<file path="config.mk">
export PLATFORM = sky130hd
export DESIGN_NAME = gtech_quiet_detect_flat
export DESIGN_NICKNAME = d
export VERILOG_FILES = /design/src/rtl/gtech_quiet_detect_if.sv /design/src/rtl/gtech_quiet_detect.sv /design/src/flat_wrapper.sv
export SDC_FILE = /design/constraint.sdc
export NUM_CORES = 1
export LEC_CHECK = 0
export ABC_AREA = 0
export CORE_ASPECT_RATIO = 2
export CORE_MARGIN = 2
export CORE_UTILIZATION = 30
export CTS_BUF_LIST = sky130_fd_sc_hd__clkbuf_16
export DETAILED_ROUTE_END_ITERATION = 10
export PLACE_DENSITY_LB_ADDON = 0.12
export SYNTH_ARGS = -nofsm -noshare
export SYNTH_HDL_FRONTEND = slang
export SYNTH_SLANG_ARGS = --single-unit
export TNS_END_PERCENT = 10
</file>
<file path="constraint.sdc">
create_clock -name CP -period 2.45 [get_ports CP]
set_clock_uncertainty 0.1 [all_clocks]
set_input_delay 0.3675 -clock CP [delete_from_list [all_inputs] [get_ports CP]]
set_output_delay 0.3675 -clock CP [all_outputs]
set_load 0.02 [all_outputs]
</file>
<file path="src/rtl/gtech_quiet_detect_if.sv">
// Bundle of sample inputs and qualified idle outputs for gtech_quiet_detect.
// The master side drives the activity lines; the slave side is the detector.
interface gtech_quiet_detect_if #(
    parameter int CNT_W = 16
);
    logic             EN;
    logic             A;
    logic             B;
    logic             C;
    logic             D;
    logic             IDLE;
    logic             ENTER_P;
    logic             EXIT_P;
    logic             GLITCH_P;
    logic [CNT_W-1:0] QUIET_CNT;
    logic [7:0]       ENTRY_CNT;

    modport master (
        output EN, A, B, C, D,
        input  IDLE, ENTER_P, EXIT_P, GLITCH_P, QUIET_CNT, ENTRY_CNT
    );

    modport slave (
        input  EN, A, B, C, D,
        output IDLE, ENTER_P, EXIT_P, GLITCH_P, QUIET_CNT, ENTRY_CNT
    );
endinterface

</file>
<file path="src/rtl/gtech_quiet_detect.sv">
// Qualifies the NOR4 all-quiet term into a hysteretic IDLE flag with entry/exit/glitch
// pulses, a saturating quiet-run counter and a saturating idle-entry counter.
module gtech_quiet_detect #(
    parameter int IDLE_CYC = 16,
    parameter int WAKE_CYC = 2,
    parameter int CNT_W    = 16
) (
    input logic                CP,
    input logic                RST,
    gtech_quiet_detect_if.slave bus
);
    localparam int QW = $clog2(IDLE_CYC + 1);
    localparam int AW = $clog2(WAKE_CYC + 1);
    localparam logic [QW-1:0] Q_ONE    = QW'(1);
    localparam logic [QW-1:0] Q_TARGET = QW'(IDLE_CYC);
    localparam logic [AW-1:0] A_ONE    = AW'(1);
    localparam logic [AW-1:0] A_TARGET = AW'(WAKE_CYC);

    typedef enum logic [1:0] {
        ST_ACTIVE,
        ST_QUIESCE,
        ST_IDLE,
        ST_WAKE
    } state_t;

    state_t           state_q, state_n;
    logic [QW-1:0]    qrun_q, qrun_n;
    logic [AW-1:0]    arun_q, arun_n;
    logic             idle_q, idle_n;
    logic             enter_q, enter_n;
    logic             exit_q, exit_n;
    logic             glitch_q, glitch_n;
    logic [CNT_W-1:0] quiet_cnt_q, quiet_cnt_n;
    logic [7:0]       entry_cnt_q, entry_cnt_n;
    logic             quiet;

    assign quiet = ~(bus.A | bus.B | bus.C | bus.D);

    always_ff @(posedge CP) begin
        if (RST) begin
            state_q     <= ST_ACTIVE;
            qrun_q      <= '0;
            arun_q      <= '0;
            idle_q      <= 1'b0;
            enter_q     <= 1'b0;
            exit_q      <= 1'b0;
            glitch_q    <= 1'b0;
            quiet_cnt_q <= '0;
            entry_cnt_q <= '0;
        end else begin
            state_q     <= state_n;
            qrun_q      <= qrun_n;
            arun_q      <= arun_n;
            idle_q      <= idle_n;
            enter_q     <= enter_n;
            exit_q      <= exit_n;
            glitch_q    <= glitch_n;
            quiet_cnt_q <= quiet_cnt_n;
            entry_cnt_q <= entry_cnt_n;
        end
    end

    // Run counters only count the current run; they are cleared whenever the run ends.
    always_comb begin
        state_n = state_q;
        qrun_n  = qrun_q;
        arun_n  = arun_q;
        if (bus.EN) begin
            unique case (state_q)
                ST_ACTIVE: begin
                    if (quiet) begin
                        if (IDLE_CYC == 1) begin
                            state_n = ST_IDLE;
                            qrun_n  = '0;
                        end else begin
                            state_n = ST_QUIESCE;
                            qrun_n  = Q_ONE;
                        end
                    end
                end
                ST_QUIESCE: begin
                    if (quiet) begin
                        if (qrun_q + Q_ONE == Q_TARGET) begin
                            state_n = ST_IDLE;
                            qrun_n  = '0;
                        end else begin
                            qrun_n  = qrun_q + Q_ONE;
                        end
                    end else begin
                        state_n = ST_ACTIVE;
                        qrun_n  = '0;
                    end
                end
                ST_IDLE: begin
                    if (!quiet) begin
                        if (WAKE_CYC == 1) begin
                            state_n = ST_ACTIVE;
                            arun_n  = '0;
                        end else begin
                            state_n = ST_WAKE;
                            arun_n  = A_ONE;
                        end
                    end
                end
                ST_WAKE: begin
                    if (!quiet) begin
                        if (arun_q + A_ONE == A_TARGET) begin
                            state_n = ST_ACTIVE;
                            arun_n  = '0;
                        end else begin
                            arun_n  = arun_q + A_ONE;
                        end
                    end else begin
                        state_n = ST_IDLE;
                        arun_n  = '0;
                    end
                end
                default: begin
                    state_n = ST_ACTIVE;
                    qrun_n  = '0;
                    arun_n  = '0;
                end
            endcase
        end
    end

    // Pulses are decoded from the transition so they line up with the new IDLE value.
    always_comb begin
        idle_n   = (state_n == ST_IDLE) || (state_n == ST_WAKE);
        enter_n  = bus.EN && ((state_q == ST_ACTIVE) || (state_q == ST_QUIESCE))
                   && (state_n == ST_IDLE);
        exit_n   = bus.EN && ((state_q == ST_IDLE) || (state_q == ST_WAKE))
                   && (state_n == ST_ACTIVE);
        glitch_n = bus.EN && (state_q == ST_WAKE) && (state_n == ST_IDLE);
    end

    always_comb begin
        quiet_cnt_n = quiet_cnt_q;
        entry_cnt_n = entry_cnt_q;
        if (bus.EN) begin
            if (!quiet) begin
                quiet_cnt_n = '0;
            end else if (quiet_cnt_q != {CNT_W{1'b1}}) begin
                quiet_cnt_n = quiet_cnt_q + 1'b1;
            end
        end
        if (enter_n && (entry_cnt_q != 8'hFF)) begin
            entry_cnt_n = entry_cnt_q + 8'd1;
        end
    end

    assign bus.IDLE      = idle_q;
    assign bus.ENTER_P   = enter_q;
    assign bus.EXIT_P    = exit_q;
    assign bus.GLITCH_P  = glitch_q;
    assign bus.QUIET_CNT = quiet_cnt_q;
    assign bus.ENTRY_CNT = entry_cnt_q;
endmodule

</file>
<file path="src/flat_wrapper.sv">
// flat-port wrapper written by rule: the top's interface ports become plain ports
module gtech_quiet_detect_flat 
#(
    parameter int IDLE_CYC = 16,
    parameter int WAKE_CYC = 2,
    parameter int CNT_W    = 16
)
  (CP, RST, bus_EN, bus_A, bus_B, bus_C, bus_D, bus_IDLE, bus_ENTER_P, bus_EXIT_P, bus_GLITCH_P, bus_QUIET_CNT, bus_ENTRY_CNT);
  gtech_quiet_detect_if #(.CNT_W(CNT_W)) bus_i ();
  input logic CP;
  input logic RST;
  input wire logic [$bits(bus_i.EN)-1:0] bus_EN;
  input wire logic [$bits(bus_i.A)-1:0] bus_A;
  input wire logic [$bits(bus_i.B)-1:0] bus_B;
  input wire logic [$bits(bus_i.C)-1:0] bus_C;
  input wire logic [$bits(bus_i.D)-1:0] bus_D;
  output wire logic [$bits(bus_i.IDLE)-1:0] bus_IDLE;
  output wire logic [$bits(bus_i.ENTER_P)-1:0] bus_ENTER_P;
  output wire logic [$bits(bus_i.EXIT_P)-1:0] bus_EXIT_P;
  output wire logic [$bits(bus_i.GLITCH_P)-1:0] bus_GLITCH_P;
  output wire logic [$bits(bus_i.QUIET_CNT)-1:0] bus_QUIET_CNT;
  output wire logic [$bits(bus_i.ENTRY_CNT)-1:0] bus_ENTRY_CNT;
  assign bus_i.EN = bus_EN;
  assign bus_i.A = bus_A;
  assign bus_i.B = bus_B;
  assign bus_i.C = bus_C;
  assign bus_i.D = bus_D;
  assign bus_IDLE = bus_i.IDLE;
  assign bus_ENTER_P = bus_i.ENTER_P;
  assign bus_EXIT_P = bus_i.EXIT_P;
  assign bus_GLITCH_P = bus_i.GLITCH_P;
  assign bus_QUIET_CNT = bus_i.QUIET_CNT;
  assign bus_ENTRY_CNT = bus_i.ENTRY_CNT;
  gtech_quiet_detect #(.IDLE_CYC(IDLE_CYC), .WAKE_CYC(WAKE_CYC), .CNT_W(CNT_W)) u_core (.CP(CP), .RST(RST), .bus(bus_i));
endmodule
</file>
==> out/summary.txt <==
Status - completed
Post-synth ARST share - 0%
Crit-path slowest cell - or4_1
Post-detail-place hpwl - 3760 um
Tot GR Track Use - 15.7%
Top cells by area, synth - dfxtp_1 (40%), nor2_1 (4.7%), a21oi_1 (4.6%)
PwrDens - 521 nW/um^2
CTS Sinks - 37
Worst r2r path cells - 6
Worst setup path endpoint - u_core.bus.ENTRY_CNT[7]
Worst setup path startpoint - bus_B
Drt pass-1 iters - 6
Most frequent cells in the layout - dfxtp_1 (37), clkdlybuf4s50_1 (34), nor2_1 (23), nand2_1 (17), a21oi_1 (17)
WL final - 4980 um
Flops & latches, synth - 37
Core Region - 5960 sq um
H-tree depth - 2
DR iter-0 viols - 54
RSZ-0062 raised after global routing - no
Critical path cell sequence - clkdlybuf4s50_1 > nor4_4 > o311a_1 > nand3_2 > or4_1 > a21oi_1
Crit start category - input port
Grt ovf - 0
Clk pin slew, worst setup/hold paths - 0.06 ns
Critical Path End Type - register
Seq/Total Area, Yosys - 40.3%
Final nets - 267
Global-route wire length before repair - 7980 um
P_int - 0.995 mW
Final hold vios - 0
Leak - 0.790 nW
Syn_area_per_cell - 8.46 sq um
Die width - 59.3 um
Net Count, Synth - 227
Crit Path Class - in -> reg
Post-synthesis cell type count - 43
Dpl cells - 313
CTS tree - yes
Clock root buffer - clkbuf_16
Largest fanout on the critical path - 11
Slew Limit Fails - 0
Commonest non-fill, non-tap cell in the layout - dfxtp_1
Max Buffers Root-to-Sink - 2
Leading area contributor after synthesis - dfxtp_1
Final setup vio count - 0
I/O pins - 35
Post-Syn Area - 1840 sq um
Total number of vias - 1798
Skew-Pair Late Insertion Delay - 0.28 ns
Total of max-cap violations - 0
Inserted Diodes - 0
WL/cell - 15.5 um
Slew @ Worst Pin - 0.418 ns
Postcts setup bufs - 0
CTS resizes - 0
Largest net degree at the start of global routing - 21
Routability Congestion - 0.812
Vias in the first global route - 1694
Placed Area - 2290 sq um
Post-synthesis instance total - 217
Rel. slew slack - 71.9%
Delay of the slowest critical-path stage - 0.51 ns
Primary FF master, synth - dfxtp_1
Synth warnings - 0
Post-route setup TNS - 0 ns
Total power - 1.27 mW
Psw - 0.274 mW
FF-to-FF setup slack - 0.45 ns
Worst flop-to-flop path endpoint - u_core.bus.QUIET_CNT[11]
Crit path buf inv count - 1
Post-DRT Antenna Nets - 0
Hold WC Path Type - reg -> reg
Row count - 40
Family with the most delay on the worst path - simple AND/OR/NAND/NOR gates
Max VDD drop - 0.382 mV
DRC - 0
Top cell type's share of synthesized area - 40.3%
Via density - 5.60
Worst path depth - 6
Die ar. - 6800 sq um
Final instance area - 2430 sq um
Reg power frac - 47.8%
CTS buffer count - 5
Final hold slack - 0.369 ns
Final min period - 2.11 ns
Maximum operating frequency - 474 MHz
Die Ht - 115 um
Initial antenna violation count - 0
Period utilization - 86.1%
Layout cells sized above 1 - 7.75%
FF-to-FF Start - u_core.bus.QUIET_CNT[0]
CP arrival - 2.22 ns
Final cell count without fillers - 321
CTS Hold Buffers Added - 0
Comb pwr share - 4.1%
Initial Util - 30.8%
Switching part of the total - 21.6%
Area Growth Syn to Fin - 32.5%
Worst EP required - 2.56 ns
Post-synth EDFFs - 0
Port bufs - 34
Clk pwr share - 48.1%
worst reg2reg max path: stages (launching register included):
cell,delay [ns]
dfxtp_1,0.36
ha_1,0.31
and3_1,0.22
and4_1,0.27
nor4_1,0.40
xnor2_1,0.17
nor2_1,0.05
metal layers:
metal	up-vias	share of wire, %	wire length, um	global-route usage, %
li1	898	-	-	-
met4	0	2.9	144	8.03
met2	51	56	2770	29.6
met5	-	0	0	0
met1	839	37	1860	14.8
met3	10	4.1	204	3.50
synthesized netlist by cell type, drive strengths merged, types with 2 or more instances:
cell type,count
clkbuf,10
o31ai,5
dfxtp,37
or4,6
xnor2,9
and2,3
a211oi,3
nand3b,3
nor3,6
nor2,23
and4,4
a2111oi,3
nand2,17
o21ai,9
nand4,6
nand3,12
o311a,2
nor2b,4
xor2,3
inv,3
or3,3
a22oi,2
ha,3
and3,4
nor3b,2
a21oi,17
nor4,5
sequential cells by signal, indices dropped and copies added (netlist names):
name,flops
u_core.bus.QUIET_CNT,16
u_core.bus.ENTRY_CNT,8
u_core.qrun_q,5
u_core.arun_q,2
u_core.state_q,2
u_core.bus.ENTER_P,1
u_core.bus.EXIT_P,1
u_core.bus.GLITCH_P,1
u_core.bus.IDLE,1
cell type report:
class | instances | area [sq um]
Clock buffer | 5 | 125
Clock inverter | 3 | 13.8
Fill cell | 627 | 3520
Inverter | 3 | 11.3
Multi-Input combinational cell | 166 | 1040
Sequential cell | 37 | 741
Tap cell | 63 | 78.8
Timing Repair Buffer | 44 | 428
kinds of logic (layout without fill, tap and decap cells):
family / after synthesis / after routing / share of synthesized area, %
flip-flops: 37 / 37 / 40.3
XOR/XNOR: 12 / 12 / 5.72
AND/OR/NAND/NOR: 101 / 101 / 30.7
multiplexers: 1 / 1 / 0.613
adder cells (fa/ha/maj): 3 / 3 / 2.04
AO/OA/AOI/OAI: 49 / 49 / 17.3
buffers and inverters: 14 / 55 / 3.27
metrics by stage:
| step | setup slack [ns] | utilization, % |
|---|---|---|
| 5_1_grt | 0.182 | 40.9 |
| 6_report | 0.341 | 40.9 |
| 3_3_place_gp | 0.0563 | 38.5 |
| 2_1_floorplan | 0.597 | - |
| 4_1_cts | 0.325 | 40.9 |
| 3_5_place_dp | 0.0330 | 38.5 |
worst min-delay path by stage:
stage	start	to	slack, ns	cells past startpoint
floorplan	u_core.arun_q[1]	u_core.arun_q[1]	0.35	1
global placement	u_core.arun_q[1]	u_core.arun_q[1]	0.36	1
detailed placement	u_core.arun_q[1]	u_core.arun_q[1]	0.36	1
CTS	u_core.arun_q[1]	u_core.arun_q[1]	0.37	1
global route	u_core.arun_q[1]	u_core.arun_q[1]	0.38	1
finish	u_core.arun_q[1]	u_core.arun_q[1]	0.37	1
power groups by stage:
stage	combinational (mW)	sequential, mW	clock, mW
floorplan	0.0242	0.618	0
global placement	0.0523	0.620	0
detailed placement	0.0522	0.620	0
CTS	0.0524	0.606	0.634
global route	0.0560	0.606	0.654
finish	0.0515	0.607	0.611
No activity file was read; power rests on OpenSTA's default activity.
